File: src/rtl/morse_pkg.sv
// Shared constants, state encoding and code-word builder for the Morse encoder.
// Code word layout: bits[1:0]=00, symbols in [3:2],[5:4],[7:6],[9:8], sent LSB pair first.
package morse_pkg;

    localparam int CODE_W = 10;

    localparam logic [1:0] SYM_DOT  = 2'b01;
    localparam logic [1:0] SYM_DASH = 2'b11;
    localparam logic [1:0] SYM_END  = 2'b00;

    localparam int DOT_UNITS      = 1;
    localparam int DASH_UNITS     = 3;
    localparam int SYM_GAP_UNITS  = 1;
    localparam int CHAR_GAP_UNITS = 3;

    typedef enum logic [1:0] {
        IDLE,
        MARK,
        SPACE,
        CHAR_GAP
    } state_e;

    // s1 is keyed first, so it lands in the lowest symbol slot.
    function automatic logic [CODE_W-1:0] sym_word(input logic [1:0] s1, input logic [1:0] s2,
                                                   input logic [1:0] s3, input logic [1:0] s4);
        return {s4, s3, s2, s1, 2'b00};
    endfunction

endpackage

File: src/rtl/morse_char_rom.sv
// Combinational ASCII-to-code-word lookup; folds a-z onto A-Z, flags anything else invalid.
module morse_char_rom
    import morse_pkg::*;
(
    input  logic [7:0]        char_i,
    output logic [CODE_W-1:0] code_o,
    output logic              valid_o
);

    localparam logic [1:0] D = SYM_DOT;
    localparam logic [1:0] H = SYM_DASH;
    localparam logic [1:0] X = SYM_END;

    logic [7:0] upper;

    always_comb begin
        // NOTE: every output gets a value before the case so no path leaves a latch behind.
        upper   = char_i;
        code_o  = '0;
        if (char_i >= 8'h61 && char_i <= 8'h7A) begin
            upper = char_i - 8'h20;
        end
        valid_o = (upper >= 8'h41) && (upper <= 8'h5A);
        case (upper)
            "A": code_o = sym_word(D, H, X, X);
            "B": code_o = sym_word(H, D, D, D);
            "C": code_o = sym_word(H, D, H, D);
            "D": code_o = sym_word(H, D, D, X);
            "E": code_o = sym_word(D, X, X, X);
            "F": code_o = sym_word(D, D, H, D);
            "G": code_o = sym_word(H, H, D, X);
            "H": code_o = sym_word(D, D, D, D);
            "I": code_o = sym_word(D, D, X, X);
            "J": code_o = sym_word(D, H, H, H);
            "K": code_o = sym_word(H, D, H, X);
            "L": code_o = sym_word(D, H, D, D);
            "M": code_o = sym_word(H, H, X, X);
            "N": code_o = sym_word(H, D, X, X);
            "O": code_o = sym_word(H, H, H, X);
            "P": code_o = sym_word(D, H, H, D);
            "Q": code_o = sym_word(H, H, D, H);
            "R": code_o = sym_word(D, H, D, X);
            "S": code_o = sym_word(D, D, D, X);
            "T": code_o = sym_word(H, X, X, X);
            "U": code_o = sym_word(D, D, H, X);
            "V": code_o = sym_word(D, D, D, H);
            "W": code_o = sym_word(D, H, H, X);
            "X": code_o = sym_word(H, D, D, H);
            "Y": code_o = sym_word(H, D, H, H);
            "Z": code_o = sym_word(H, H, D, D);
            default: code_o = '0;
        endcase
    end

endmodule

File: src/rtl/morse_encoder.sv
// Keys out one ASCII letter per handshake as Morse on key_out with unit timing.
// Optional buzzer output tone_out is built only when MORSE_TONE_EN is defined.
module morse_encoder
    import morse_pkg::*;
#(
    parameter int CLK_HZ      = 100000000,
    parameter int UNIT_CYCLES = 10000000,
    parameter int TONE_HZ     = 1000
) (
    input  logic              clk,
    input  logic              rst,
    input  logic [7:0]        char_in,
    input  logic              start,
    output logic              ready,
    output logic              key_out,
    output logic              done,
    output logic              err,
    output logic [CODE_W-1:0] code_out
`ifdef MORSE_TONE_EN
    ,
    output logic              tone_out
`endif
);

    localparam int TIMER_W = $clog2(CHAR_GAP_UNITS * UNIT_CYCLES) + 1;
    localparam logic [TIMER_W-1:0] DOT_LAST      = TIMER_W'(DOT_UNITS * UNIT_CYCLES - 1);
    localparam logic [TIMER_W-1:0] DASH_LAST     = TIMER_W'(DASH_UNITS * UNIT_CYCLES - 1);
    localparam logic [TIMER_W-1:0] SYM_GAP_LAST  = TIMER_W'(SYM_GAP_UNITS * UNIT_CYCLES - 1);
    localparam logic [TIMER_W-1:0] CHAR_GAP_LAST = TIMER_W'(CHAR_GAP_UNITS * UNIT_CYCLES - 1);

    if (UNIT_CYCLES < 1 || TONE_HZ < 1 || CLK_HZ < 2 * TONE_HZ) begin : g_bad_params
        $error("morse_encoder: illegal parameter combination");
    end

    state_e              state_q, state_d;
    logic [TIMER_W-1:0]  timer_q, timer_d;
    logic [CODE_W-1:0]   shift_q, shift_d;
    logic [CODE_W-1:0]   code_q, code_d;
    logic                ready_q, ready_d;
    logic                done_q, done_d;
    logic                err_q, err_d;
    logic [CODE_W-1:0]   rom_code;
    logic                rom_valid;
    logic [TIMER_W-1:0]  mark_last;

    morse_char_rom u_rom (
        .char_i  (char_in),
        .code_o  (rom_code),
        .valid_o (rom_valid)
    );

    // The symbol being keyed always sits in [3:2] of the shift register.
    assign mark_last = (shift_q[3:2] == SYM_DASH) ? DASH_LAST : DOT_LAST;

    always_comb begin
        state_d = state_q;
        timer_d = timer_q;
        shift_d = shift_q;
        code_d  = code_q;
        ready_d = ready_q;
        done_d  = 1'b0;
        err_d   = 1'b0;
        case (state_q)
            IDLE: begin
                // ready low in IDLE marks the one-cycle load slot after an accept.
                if (!ready_q) begin
                    state_d = MARK;
                    timer_d = '0;
                end else if (start) begin
                    if (rom_valid) begin
                        shift_d = rom_code;
                        code_d  = rom_code;
                        ready_d = 1'b0;
                    end else begin
                        err_d = 1'b1;
                    end
                end
            end
            MARK: begin
                if (timer_q == mark_last) begin
                    timer_d = '0;
                    shift_d = shift_q >> 2;
                    state_d = (shift_q[5:4] == SYM_END) ? CHAR_GAP : SPACE;
                end else begin
                    timer_d = timer_q + TIMER_W'(1);
                end
            end
            SPACE: begin
                if (timer_q == SYM_GAP_LAST) begin
                    timer_d = '0;
                    state_d = MARK;
                end else begin
                    timer_d = timer_q + TIMER_W'(1);
                end
            end
            CHAR_GAP: begin
                if (timer_q == CHAR_GAP_LAST) begin
                    timer_d = '0;
                    state_d = IDLE;
                    done_d  = 1'b1;
                    ready_d = 1'b1;
                    code_d  = '0;
                end else begin
                    timer_d = timer_q + TIMER_W'(1);
                end
            end
            default: state_d = IDLE;
        endcase
    end

    always_ff @(posedge clk) begin
        // NOTE: non-blocking updates so every register sees the pre-edge value of its peers.
        if (rst) begin
            // NOTE: the shift register is cleared too; it is only read in MARK, but a known value keeps simulation X-free.
            state_q <= IDLE;
            timer_q <= '0;
            shift_q <= '0;
            code_q  <= '0;
            ready_q <= 1'b1;
            done_q  <= 1'b0;
            err_q   <= 1'b0;
        end else begin
            state_q <= state_d;
            timer_q <= timer_d;
            shift_q <= shift_d;
            code_q  <= code_d;
            ready_q <= ready_d;
            done_q  <= done_d;
            err_q   <= err_d;
        end
    end

    assign key_out  = (state_q == MARK);
    assign ready    = ready_q;
    assign done     = done_q;
    assign err      = err_q;
    assign code_out = code_q;

`ifdef MORSE_TONE_EN
    localparam int TONE_DIV = CLK_HZ / (2 * TONE_HZ);
    localparam int TONE_W   = $clog2(TONE_DIV + 1);

    logic [TONE_W-1:0] tone_cnt_q;
    logic              tone_q;

    always_ff @(posedge clk) begin
        if (rst || !key_out) begin
            tone_cnt_q <= '0;
            tone_q     <= 1'b0;
        end else if (tone_cnt_q == TONE_W'(TONE_DIV - 1)) begin
            tone_cnt_q <= '0;
            tone_q     <= ~tone_q;
        end else begin
            tone_cnt_q <= tone_cnt_q + TONE_W'(1);
        end
    end

    // Gate with key_out so the buzzer is silent the instant the mark ends.
    assign tone_out = tone_q & key_out;
`endif

endmodule

File: config.mk
export PLATFORM = sky130hd
export DESIGN_NAME = morse_encoder
export DESIGN_NICKNAME = d
export VERILOG_FILES = /design/src/rtl/morse_pkg.sv /design/src/rtl/morse_char_rom.sv /design/src/rtl/morse_encoder.sv
export SDC_FILE = /design/constraint.sdc
export NUM_CORES = 1
export LEC_CHECK = 0
export ABC_AREA = 1
export BUFFER_PORTS_ARGS = -buffer_cell sky130_fd_sc_hd__buf_2
export CAP_MARGIN = 20
export CORE_ASPECT_RATIO = 1.1
export CORE_MARGIN = 10
export CORE_UTILIZATION = 25
export DETAILED_ROUTE_END_ITERATION = 12
export PLACE_DENSITY = 0.39
export REMOVE_ABC_BUFFERS = 1
export SYNTH_ARGS = -nofsm -noshare
export SYNTH_HDL_FRONTEND = slang
export SYNTH_SLANG_ARGS = --single-unit
File: constraint.sdc
create_clock -name clk -period 1.7 [get_ports clk]
set_input_delay 0.17 -clock clk [delete_from_list [all_inputs] [get_ports clk]]
set_output_delay 0.17 -clock clk [all_outputs]
set_load 0.02 [all_outputs]
==> flow_summary.ini <==
[grt]
use_met1_pct = 14.6
grt_usage_pct = 12.4
use_met3_pct = 1.50
grt_pass1_vias = 3984
top_usage_layer = met2
overflow = 0
grtUsageMet2_pct = 22.8
grt_pass1_wl_mm = 19.6
antenna_found_initial = 0
grt_start_max_net_pins = 26

[hold_path]
hold_depth = 3
hp-class = in -> reg
hp-start = start
hold_path_end = err$_SDFF_PP0_

[timing]
min_period_ps = 1860
hold_violations = 0
fin_crit_sh_pct = 110
setup_viol = 44
fin_ws_ps = -164
finalSetupTns_ps = -5010
hold_ws_ps = 192
clock.fmax_ghz = 0.536
rsz0062_at_grt = true
skew_ps = 7.06
finalMaxSlewViolations = 0

[synth]
synth_top_family_by_area = simple AND/OR/NAND/NOR gates
synth_xor_area_share_pct = 1.51
synth-simple-area-share_pct = 44.4
syn_inst = 557
synth_area_sq_mm = 0.00348
syn_area_per_cell_sq_um = 6.25
seq_area_frac_synth_pct = 27.0
post_synth_fa_ha_maj_area_fraction_pct = 3.60
ys_warn_count = 0
synth-compound-area-share_pct = 11.7
ys_types = 39
ys_ff_latch = 47
synth_mux_area_share_pct = 0

[final_layout]
drive_above_1_share_pct = 37.9
diodes = 0
final_util_pct = 37.8
synthToLayoutAreaGrowth_pct = 49.3
nets = 709
fin_cells = 877

[run_status]
status = finished, violations left
violations = setup timing

[pwr]
p_sw_share_pct = 42.5
p_int_uw = 3090
cellPowerDensity_mw_per_mm2 = 1030
netSwitchingPower_uw = 2280
vdd_drop_max_mv = 0.611
pwr-share-clk_pct = 20.2
p_leak_uw = 0.00229
combPwrFrac_pct = 54.8
pwr-share-seq_pct = 24.9

[drt]
vias = 3970
avgRoutedWirePerCell_um = 13.2
avgViaCountPerCell = 4.53
wl_mm = 11.6
detail_route.first_pass.iterations = 4
drc = 0
ant_nets = 0
drtIter0Drc = 204

[clock_tree]
clk_pin_slew_ps = 70
htree_levels = 2
clockBufferDepth = 2
clk_latency_ps = 300
hold_buffers = 0
root_buffer = clkbuf_16
cts_tree = done
numClockSinks = 47
cts_buffers = 5

[critical_path]
slowest_delay_ps = 350
r2r_cells = 12
crit_path_cell_trace = ha_4 > nand2_4 > nor2_4 > nand3_2 > nor2_2 > buf_6 > nand4_1 > nand2_2 > nand2_4 > buf_12 > o211ai_1 > a21oi_1
slowest_stage = dfxtp_2
reg2reg_slack_ps = -160
required_ps = 1870
crit_start = timer_q[0]$_SDFFE_PP0N_
end_kind = flip-flop
crit_arrival_ps = 2030
criticalPathCategory = reg -> reg
cp_max_fo = 8
timing.rr.end = timer_q[20]$_SDFFE_PP0N_
r2r_start = timer_q[0]$_SDFFE_PP0N_
worst_setup_path_start_kind = flip-flop
cp_common_cell = nand2_4

[die]
boundaryPins = 25
dieHeight_um = 144
rows = 45
start_util_pct = 25.3
fp.dieArea_sq_mm = 0.0190
coreArea_sq_mm = 0.0137
die_w_um = 132

[placement]
io_buffers = 22
dp_hpwl_mm = 9.05
pre_cts_slack_ps = -349
place_inst = 857
gp_routability_congestion = 0.835

[job]
max_cap_violations = 0
## metrics by stage
step | total power [uW] | area, sq um
after global routing | 5760 | 5190
after CTS | 5270 | 5060
after detailed placement | 3740 | 4580
after floorplan | 2590 | 3330
final | 5370 | 5190
after global placement | 3750 | 4580
## state kept, by name, indices dropped and copies added (netlist names)
name and count:
done 1, ready 1, shift_q 8, code_out 8
err 1, timer_q 26, state_q 2
## cell usage after synthesis
library cell | number | area, sq um
nor2_4 | 5 | 56.3
or2_2 | 3 | 18.8
ha_1 | 10 | 125
buf_6 | 3 | 33.8
conb_1 | 1 | 3.75
xor2_1 | 2 | 17.5
nand4_1 | 27 | 169
xnor2_1 | 4 | 35.0
inv_1 | 63 | 236
nand2_1 | 154 | 578
and2_1 | 1 | 6.26
nor2_2 | 1 | 6.26
nand3_2 | 4 | 40.0
o21ai_1 | 2 | 10.0
inv_4 | 1 | 6.26
o21ai_0 | 19 | 95.1
o211ai_1 | 5 | 37.5
nand3b_1 | 1 | 7.51
dfxtp_1 | 47 | 941
nand2_2 | 5 | 31.3
nand3_1 | 49 | 245
clkbuf_1 | 11 | 41.3
nor3_1 | 12 | 60.1
a22oi_1 | 1 | 7.51
clkinv_1 | 1 | 3.75
nand3_4 | 2 | 35.0
nor2_1 | 53 | 199
a21oi_1 | 42 | 210
buf_2 | 3 | 15.0
nor4b_1 | 1 | 8.76
o31ai_1 | 3 | 22.5
buf_8 | 1 | 15.0
nand2_4 | 3 | 33.8
nor4_1 | 5 | 31.3
nor2_8 | 1 | 20.0
a31o_2 | 1 | 8.76
o21bai_1 | 2 | 15.0
inv_2 | 2 | 7.51
buf_4 | 6 | 45.0
## how the worst max path moves through the flow
stage | to | slack [ps] | cells past startpoint
2_1_floorplan | shift_q[2]$_SDFFE_PP0P_ | -340 | 18
3_3_place_gp | shift_q[3]$_SDFFE_PP0P_ | -330 | 20
3_5_place_dp | shift_q[3]$_SDFFE_PP0P_ | -350 | 20
4_1_cts | code_out[3]$_SDFFE_PP0P_ | -220 | 13
5_1_grt | code_out[2]$_SDFFE_PP0P_ | -280 | 13
6_report | timer_q[20]$_SDFFE_PP0N_ | -160 | 12
## per-layer routing
| layer | wire [um] | vias to the layer above | part of all wire [%] |
|---|---|---|---|
| li1 | - | 2077 | - |
| met1 | 5070 | 1827 | 44 |
| met2 | 6010 | 56 | 52 |
| met3 | 312 | 10 | 2.7 |
| met4 | 186 | 0 | 1.6 |
| met5 | 0 | - | 0 |
## worst max-delay path: cells and delay by family (launching register included)
kind            cells  cell delay (ps)
simple gates        7              770
flops               1              350
buf+inv             2              290
fa+ha+maj           1              160
compound gates      2              160
## cell families (layout without fill, tap and decap cells)
| family | after synthesis | in the layout |
|---|---|---|
| AO/OA/AOI/OAI | 75 | 75 |
| buffers and inverters | 91 | 221 |
| flip-flops | 47 | 47 |
| other | 1 | 2 |
| AND/OR/NAND/NOR | 327 | 328 |
| adder cells (fa/ha/maj) | 10 | 10 |
| XOR/XNOR | 6 | 6 |
## cells in the final DEF, fill, tap and decap left out, types with 2 or more instances in the layout
master	count
or2_2	2
nor2_1	46
nor2_4	7
o21bai_1	2
nand2_1	131
buf_12	4
o211ai_1	5
nand2_4	9
buf_2	22
xnor2_1	3
nor3_1	8
nor4_1	5
nand3_1	33
dfxtp_1	41
nor3_2	4
o21ai_0	15
clkbuf_8	2
nand4_1	27
inv_2	6
o21ai_1	2
clkbuf_16	5
buf_6	6
conb_1	2
o21ai_2	4
a21oi_1	34
nand2_2	22
nand3_4	2
inv_1	59
buf_4	113
dfxtp_2	6
a21oi_2	7
nor2_2	7
ha_1	8
nand3_2	20
## power groups by stage
stage	Combinational [uW]	Clock (uW)	Sequential, uW
6_report	2940	1080	1340
5_1_grt	3250	1150	1360
4_1_cts	2830	1110	1340
3_5_place_dp	2390	0	1350
3_3_place_gp	2400	0	1350
2_1_floorplan	1210	0	1380
## area by class of cell
type	instances	area, sq um
fillers	1541	8540
flip-flops and latches	47	948
clock inverters	1	7.51
repair buffers	146	1130
well taps	188	235
inverters	67	254
clock buffers	7	153
multi-input cells	421	2460
## repair_timing
item                                    in CTS  in global routing
gates resized for setup                     63                 39
pin swaps                                   36                 25
setup buffers                                7                  3
endpoints found under the hold margin        0                  0
endpoints found under the setup margin      44                 47
gates cloned                                 3                  0
Power figures use the tool's default switching activity.
